`src/rtl/uart_cmd_parser.sv`:
```
// ============================================================================
// Module  : uart_cmd_parser
// Purpose : Framed command decoder (header, command, count, checksum) with
//           an inter-byte timeout; publishes the accepted sample count.
// Rev     : 1.0  initial release
// ============================================================================
`default_nettype none

module uart_cmd_parser #(
    parameter logic [7:0]  HEADER      = 8'hAA,
    parameter logic [7:0]  CMD_SET     = 8'h01,
    parameter int unsigned TIMEOUT_CYC = 200000
) (
    input  logic       clk,
    input  logic       rst_n,
    input  logic       data_valid,
    input  logic [7:0] data,
    output logic [7:0] receive_time,
    output logic       set_done,
    output logic       frame_err,
    output logic       busy
);

    localparam int unsigned CW = $clog2(TIMEOUT_CYC + 1);
    // Expiry is decided one cycle early so frame_err lands exactly
    // TIMEOUT_CYC cycles after the last consumed byte.
    localparam logic [CW-1:0] TMO_LAST = CW'(TIMEOUT_CYC - 2);
    localparam logic [CW-1:0] TMO_ONE  = CW'(1);

    typedef enum logic [1:0] {
        S_IDLE = 2'd0,
        S_CMD  = 2'd1,
        S_CNT  = 2'd2,
        S_CHK  = 2'd3
    } state_t;

    state_t        state_q, state_d;
    logic [CW-1:0] tmo_q, tmo_d;
    logic [7:0]    cmd_q, cmd_d;
    logic [7:0]    cnt_q, cnt_d;
    logic [7:0]    receive_time_q, receive_time_d;
    logic          set_done_q, set_done_d;
    logic          frame_err_q, frame_err_d;
    logic          busy_q, busy_d;

    always_ff @(posedge clk or negedge rst_n) begin
        if (!rst_n) begin
            state_q        <= S_IDLE;
            tmo_q          <= '0;
            cmd_q          <= 8'd0;
            cnt_q          <= 8'd0;
            receive_time_q <= 8'd0;
            set_done_q     <= 1'b0;
            frame_err_q    <= 1'b0;
            busy_q         <= 1'b0;
        end else begin
            state_q        <= state_d;
            tmo_q          <= tmo_d;
            cmd_q          <= cmd_d;
            cnt_q          <= cnt_d;
            receive_time_q <= receive_time_d;
            set_done_q     <= set_done_d;
            frame_err_q    <= frame_err_d;
            busy_q         <= busy_d;
        end
    end

    always_comb begin
        state_d        = state_q;
        tmo_d          = '0;
        cmd_d          = cmd_q;
        cnt_d          = cnt_q;
        receive_time_d = receive_time_q;
        set_done_d     = 1'b0;
        frame_err_d    = 1'b0;

        if (state_q != S_IDLE && !data_valid) begin
            if (tmo_q == TMO_LAST) begin
                state_d     = S_IDLE;
                frame_err_d = 1'b1;
            end else begin
                tmo_d = tmo_q + TMO_ONE;
            end
        end

        if (data_valid) begin
            case (state_q)
                S_IDLE: begin
                    if (data == HEADER) begin
                        state_d = S_CMD;
                    end
                end
                S_CMD: begin
                    cmd_d   = data;
                    state_d = S_CNT;
                end
                S_CNT: begin
                    cnt_d   = data;
                    state_d = S_CHK;
                end
                S_CHK: begin
                    state_d = S_IDLE;
                    if (data == (HEADER ^ cmd_q ^ cnt_q) && cmd_q == CMD_SET && cnt_q != 8'd0) begin
                        receive_time_d = cnt_q;
                        set_done_d     = 1'b1;
                    end else begin
                        frame_err_d = 1'b1;
                    end
                end
                default: state_d = S_IDLE;
            endcase
        end

        busy_d = (state_d != S_IDLE);
    end

    assign receive_time = receive_time_q;
    assign set_done     = set_done_q;
    assign frame_err    = frame_err_q;
    assign busy         = busy_q;

endmodule

`default_nettype wire

```
`config.mk`:
```
export PLATFORM = sky130hd
export DESIGN_NAME = uart_cmd_parser
export DESIGN_NICKNAME = d
export VERILOG_FILES = /design/src/rtl/uart_cmd_parser.sv
export SDC_FILE = /design/constraint.sdc
export NUM_CORES = 1
export LEC_CHECK = 0
export ABC_AREA = 1
export BUFFER_PORTS_ARGS = -buffer_cell sky130_fd_sc_hd__buf_2
export CAP_MARGIN = 30
export CORE_AREA = 4 4 75 112
export CTS_CLUSTER_DIAMETER = 50
export DETAILED_ROUTE_END_ITERATION = 16
export DIE_AREA = 0 0 79 116
export GPL_TIMING_DRIVEN = 0
export SLEW_MARGIN = 0
export SYNTH_ARGS = -nofsm -noshare
export SYNTH_HDL_FRONTEND = slang
export SYNTH_SLANG_ARGS = --single-unit
```
`constraint.sdc`:
```
create_clock -name clk -period 1.75 [get_ports clk]
set_input_delay 0.0875 -clock clk [delete_from_list [all_inputs] [get_ports clk]]
set_output_delay 0.0875 -clock clk [all_outputs]
set_load 0.005 [all_outputs]
```
==> results of run 1 <==
worst register-to-register path, stage by stage (launching register included):
cell	delay (ps)
dfrtp_1	410
inv_1	80
ha_1	190
nand2_1	230
clkbuf_1	390
o21ai_0	150
cell usage after synthesis (2+ instances only):
cell type	number
inv_2	4
nor3_1	5
xor2_1	10
clkinv_1	3
nand2_1	104
nand4_1	16
dfrtp_1	47
nor3_2	2
o21ai_0	17
nor2_1	41
nand3_1	12
ha_1	6
a21oi_1	2
xnor2_1	4
inv_1	37
nor2_2	3
clkbuf_1	2
nand2_2	2
where the power goes:
part / internal [uW] / switching (uW) / total [uW]
clock network: 711 / 417 / 1130
logic: 375 / 709 / 1080
registers: 1320 / 225 / 1540
metrics by stage:
stage	cell area [sq um]	utilization	hold WS, ps
after floorplan	2550	-	-208
after global placement	2780	0.370	336
after detailed placement	2800	0.373	118
after CTS	2980	0.397	103
after global routing	2990	0.397	126
final	2990	0.397	112
registers in the layout, summed over array words and instances (netlist names):
signal and cells:
busy 1, frame_err 1, set_done 1, receive_time 8
cmd_q 8, state_q 2, tmo_q 18, cnt_q 8
placed cells by master, fill, tap and decap left out:
cell type      count
a21oi_1            2
buf_12             1
buf_2             21
bufinv_16          1
clkbuf_1           1
clkbuf_16          5
clkbuf_2           1
clkbuf_8           1
clkinv_1           2
clkinv_2           1
dfrtp_1           46
dfrtp_2            1
dlygate4sd3_1      1
ha_1               6
inv_1             37
inv_2              5
nand2_1          104
nand2_2            2
nand3_1           12
nand3_2            1
nand3_4            1
nand3b_1           1
nand4_1           16
nand4_2            1
nor2_1            41
nor2_2             3
nor2_4             1
nor2_8             1
nor3_1             5
nor3_2             2
nor3b_2            1
nor4_1             1
nor4_2             1
o211ai_1           1
o21ai_0           17
o21bai_1           1
xnor2_1            4
xor2_1            10
kinds of logic after synthesis:
| family | share of synthesized area |
|---|---|
| fa+ha+maj | 0.0294 |
| compound gates | 0.0431 |
| xor+xnor | 0.0480 |
| buf+inv | 0.0696 |
| flops | 0.461 |
| simple gates | 0.349 |
area by class of cell:
cell class / count / share of cell area
Timing Repair Buffer: 22 / 0.0436
Inverter: 44 / 0.0553
Multi-Input combinational cell: 235 / 0.401
Buffer: 3 / 0.00461
Clock buffer: 6 / 0.0465
Sequential cell: 47 / 0.394
Clock inverter: 2 / 0.0117
Tap cell: 102 / 0.0427
path summary, 6_finish.rpt:
kind | from | end | slack (ps) | depth (start not counted)
max in group asynchronous | rst_n | tmo_q[0] | 890 | 3
worst max register to register | state_q[1] | cmd_q[3] | 180 | 5
worst min register to register | receive_time[7] | receive_time[7] | 470 | 2
worst min-delay path | data[1] | cmd_q[1] | 110 | 3
min in group asynchronous | rst_n | tmo_q[5] | 330 | 2
worst max-delay path | state_q[1] | cmd_q[3] | 180 | 5
per-layer routing:
layer | wire length [um] | part of all wire | vias up | track usage
met4 | 27 | 0.0047 | 0 | 0.0310
met5 | 0 | 0 | - | 0
met2 | 3150 | 0.55 | 23 | 0.262
met3 | 134 | 0.023 | 2 | 0.0264
li1 | - | - | 1092 | -
met1 | 2420 | 0.42 | 1003 | 0.158
timing repair:
action / CTS / global route
hold endpoints to repair: 23 / 0
endpoints found under the setup margin: 0 / 10
buffers inserted: 0 / 0
hold buffers: 1 / 0
gates resized for setup: 0 / 4
==> flow_summary.toml, run 1 <==
[run_status]
outcome = "complete, no violations"

[die]
io_pins = 22
die_width_um = 79
std_cell_rows = 39
die_h_um = 116
die_area_sq_um = 9160
coreArea_sq_um = 7510
start_util = 0.340

[cells_and_area]
final_cells = 461
drive_above_1_share = 0.142
syn_to_final_growth_pct = 17.0
nFillCells = 813
diodes = 0
fin_nets = 375
multiInputGateArea_sq_um = 1200
regArea_sq_um = 1180

[timing]
fmax_mhz = 635
fin_skew_ps = 7.20
finalSetupTns_ps = 0
rsz0062_at_grt = "no"
setup_viol = 0
drv_slew = 0
hold_viol = 0
post-route-min-period_ps = 1570
relSlewSlack = 0.624
worst_slack_ps = 176
finalCritPeriodShare = 0.900
worst_slew_pin_slew_ps = 565

[pwr]
power_uw = 3750
powerDensity_nw_per_um2 = 1260
leakagePower_uw = 0.00150
ir_worst_vdd_mv = 0.599

[logic_synthesis]
synth_edf_count = 0
netlist_instances = 329
synth.area.top_cells = "dfrtp_1 46%, nand2_1 15%, nor2_1 6.0%"
synth.distinct_cells = 30
syn_nets = 346
synth_seq_cells = 47
netlist_area_sq_um = 2550
synth_top_area_frac = 0.461
yosysWarnings = 0
async_flop_share = 1.00
ys_seq_area_frac = 0.461
syn_area_per_cell_sq_um = 7.76
yosys_most_used_dff = "dfrtp_1"
yosysTopAreaCell = "dfrtp_1"

[place]
dp.cells = 452
place.detailed.hpwl_um = 4410
gp_congestion = 0.850
place_ws_ps = 123
io_buffers = 20

[grt]
antenna_found_initial = 0
grt_pass1_vias = 2189
track_usage = 0.138
grt_pass1_wl_um = 10100
globalRouteOverflowTotal = 0
grt_max_degree = 25

[clock_tree]
numCtsBuffers = 5
cts.path.max_buffers = 2
clockRootBuffer = "clkbuf_16"
tritoncts = "built"
worstSkewPairLatency_ps = 290
htree_levels = 2
clock_sinks = 47
clk_pin_slew_ps = 60

[route]
wl_per_cell_um = 12.4
drtIter0Drc = 156
dr.pass1.iters = 4
drc = 0
totalWireLength_um = 5740
antenna_left = 0
via_per_inst = 4.60
via_count = 2120

[job]
maxCapViolCount = 0

[setup_path]
slowest_delay_ps = 410
end_kind = "register"
path_cells = "inv_1 -> ha_1 -> nand2_1 -> clkbuf_1 -> o21ai_0"
worstPathArrival_ps = 1720
path_buf_inv = 2
cp_top_family = "buffers and inverters"
cpMaxStageDelayCell = "dfrtp_1"
start_kind = "register"
worstSetupPathType = "register to register"
critPathMaxFanout = 10
cp.required_ps = 1900

[worst_hold_path]
hold_class = "primary input to register"
Power figures use the tool's default switching activity.
==> inputs of run 2 (changes only) <==
--- a/config.mk
+++ b/config.mk
@@ -13,6 +13,7 @@
 export DETAILED_ROUTE_END_ITERATION = 16
 export DIE_AREA = 0 0 79 116
 export GPL_TIMING_DRIVEN = 0
+export REMOVE_ABC_BUFFERS = 1
 export SLEW_MARGIN = 0
 export SYNTH_ARGS = -nofsm -noshare
 export SYNTH_HDL_FRONTEND = slang
==> run 2 against run 1 <==
Effect of this change:
- sequential cell count is the same
- die area unchanged
- largest power group unchanged
- non-clock buffer count is 2 lower
==> flow_summary.toml, run 2 (synthesis results as in run 1) <==
[clock_tree]
clockRootBuffer = "clkbuf_16"
clk_pin_slew_ps = 70
worstSkewPairLatency_ps = 290
tritoncts = "built"
htree_levels = 2
numCtsBuffers = 5
cts.path.max_buffers = 2
clock_sinks = 47

[route]
via_count = 2117
drc = 0
wl_per_cell_um = 12.2
dr.pass1.iters = 4
totalWireLength_um = 5580
drtIter0Drc = 110
antenna_left = 0
via_per_inst = 4.61

[setup_path]
worstReg2RegEnd = "tmo_q[12]"
reg2reg_from = "tmo_q[0]"
r2r_cells = 8
start_kind = "register"
end_kind = "register"
cpMaxStageDelayCell = "dfrtp_2"
slowest_delay_ps = 410
worstSetupPathType = "register to register"
path_common_cell = "nor2_2"
worstPathArrival_ps = 1760
cp.required_ps = 1920
critPathMaxFanout = 6
path_cells = "ha_1 -> inv_1 -> nor2_2 -> nand4_2 -> nor2_2 -> nand2_1 -> nor2_1 -> nor3b_2"
reg2reg_slack_ps = 160

[cells_and_area]
regMostFlops = "tmo_q"
syn_to_final_growth_pct = 16.0
nFillCells = 820
largest_reg_flops = 18
fin_nets = 373
final_cell_mix = "104 x nand2_1, 46 x dfrtp_1, 41 x nor2_1"
final_common_cell = "nand2_1"
design_area_sq_um = 2960
drive_above_1_share = 0.137
utilization = 0.394
multiInputGateArea_sq_um = 1200
regArea_sq_um = 1180
diodes = 0

[run_status]
outcome = "complete, no violations"

[timing]
fmax_mhz = 630
worst_slew_pin_slew_ps = 508
post-route-min-period_ps = 1590
fin_skew_ps = 6.53
rsz0062_at_grt = "no"
finalCritPeriodShare = 0.907
hold_viol = 0
finalSetupTns_ps = 0
relSlewSlack = 0.661
setup_viol = 0
drv_slew = 0

[grt]
busiest_layer = "met2"
track_usage = 0.134
use_met2 = 0.252
antenna_found_initial = 0
grt_pass1_vias = 2128
grt_max_degree = 37
globalRouteOverflowTotal = 0
use_met1 = 0.147
grt_pass1_wl_um = 9650
met3_usage = 0.0218

[place]
postPlaceCellArea_sq_um = 2790
io_buffers = 21
gp_congestion = 0.908
place.detailed.hpwl_um = 4240

[die]
io_pins = 22
die_width_um = 79
coreArea_sq_um = 7510
die_area_sq_um = 9160
std_cell_rows = 39
start_util = 0.340
die_h_um = 116

[worst_hold_path]
min_from = "data[1]"
hold_class = "primary input to register"
hold_end = "cmd_q[1]"
whs_path_depth = 3

[pwr]
leakagePower_uw = 0.00149
ir_worst_vdd_mv = 0.581
powerDensity_nw_per_um2 = 1210

[job]
maxCapViolCount = 0
[run 2: changes by cell type in the layout (fill, tap and decap cells not counted), sizes merged]
cell,previous run,this run
bufinv,1,0
clkinv,3,2
[run 2: cell type report]
type / count / share of cell area
clock buffers: 8 / 0.0528
flip-flops and latches: 47 / 0.398
inverters: 44 / 0.0558
multi-input cells: 235 / 0.405
well taps: 102 / 0.0431
repair buffers: 23 / 0.0456
[run 2: worst max-delay path by stage]
stage / slack, ps / to / start
after floorplan: 350 / tmo_q[12] / tmo_q[0]
after global placement: 140 / tmo_q[12] / tmo_q[0]
after detailed placement: 100 / tmo_q[12] / tmo_q[0]
after CTS: 100 / tmo_q[12] / tmo_q[0]
after global routing: 30 / tmo_q[12] / tmo_q[0]
final: 160 / tmo_q[12] / tmo_q[0]
[run 2: power by group]
group / leakage [uW] / internal, uW / switching (uW)
clock: 0.0000772 / 609 / 395
combinational: 0.000790 / 364 / 683
sequential: 0.000621 / 1320 / 227
total: 0.00149 / 2290 / 1300
[run 2: timing repair]
item,CTS,global route
buffers inserted,0,0
endpoints found under the hold margin,11,0
resized for setup,0,2
endpoints found under the setup margin,0,2
hold buffers,1,0
[run 2: stage by stage]
step | worst slack (ps) | hold WS (ps) | cells | total power (uW)
2_1_floorplan | 350 | -208 | 326 | 2320
3_3_place_gp | 143 | 345 | 449 | 2600
3_5_place_dp | 104 | -0.624 | 450 | 2620
4_1_cts | 99.1 | 109 | 459 | 3660
5_1_grt | 27.0 | 122 | 459 | 3900
6_report | 162 | 111 | 459 | 3590
[run 2: layer usage]
metal  part of all wire  up-vias  routed length [um]
met4              0.021        0                 116
met5                  0        -                   0
met1               0.41      970                2290
li1                   -     1088                   -
met2               0.54       48                2990
met3              0.032       11                 181
[run 2: worst max-delay path, delay by kind of cell, from the launching register on]
kind | cells | cell delay, ps
and+or+nand+nor | 6 | 780
adders and majority gates | 1 | 200
buffers and inverters | 1 | 80
DFF | 1 | 410
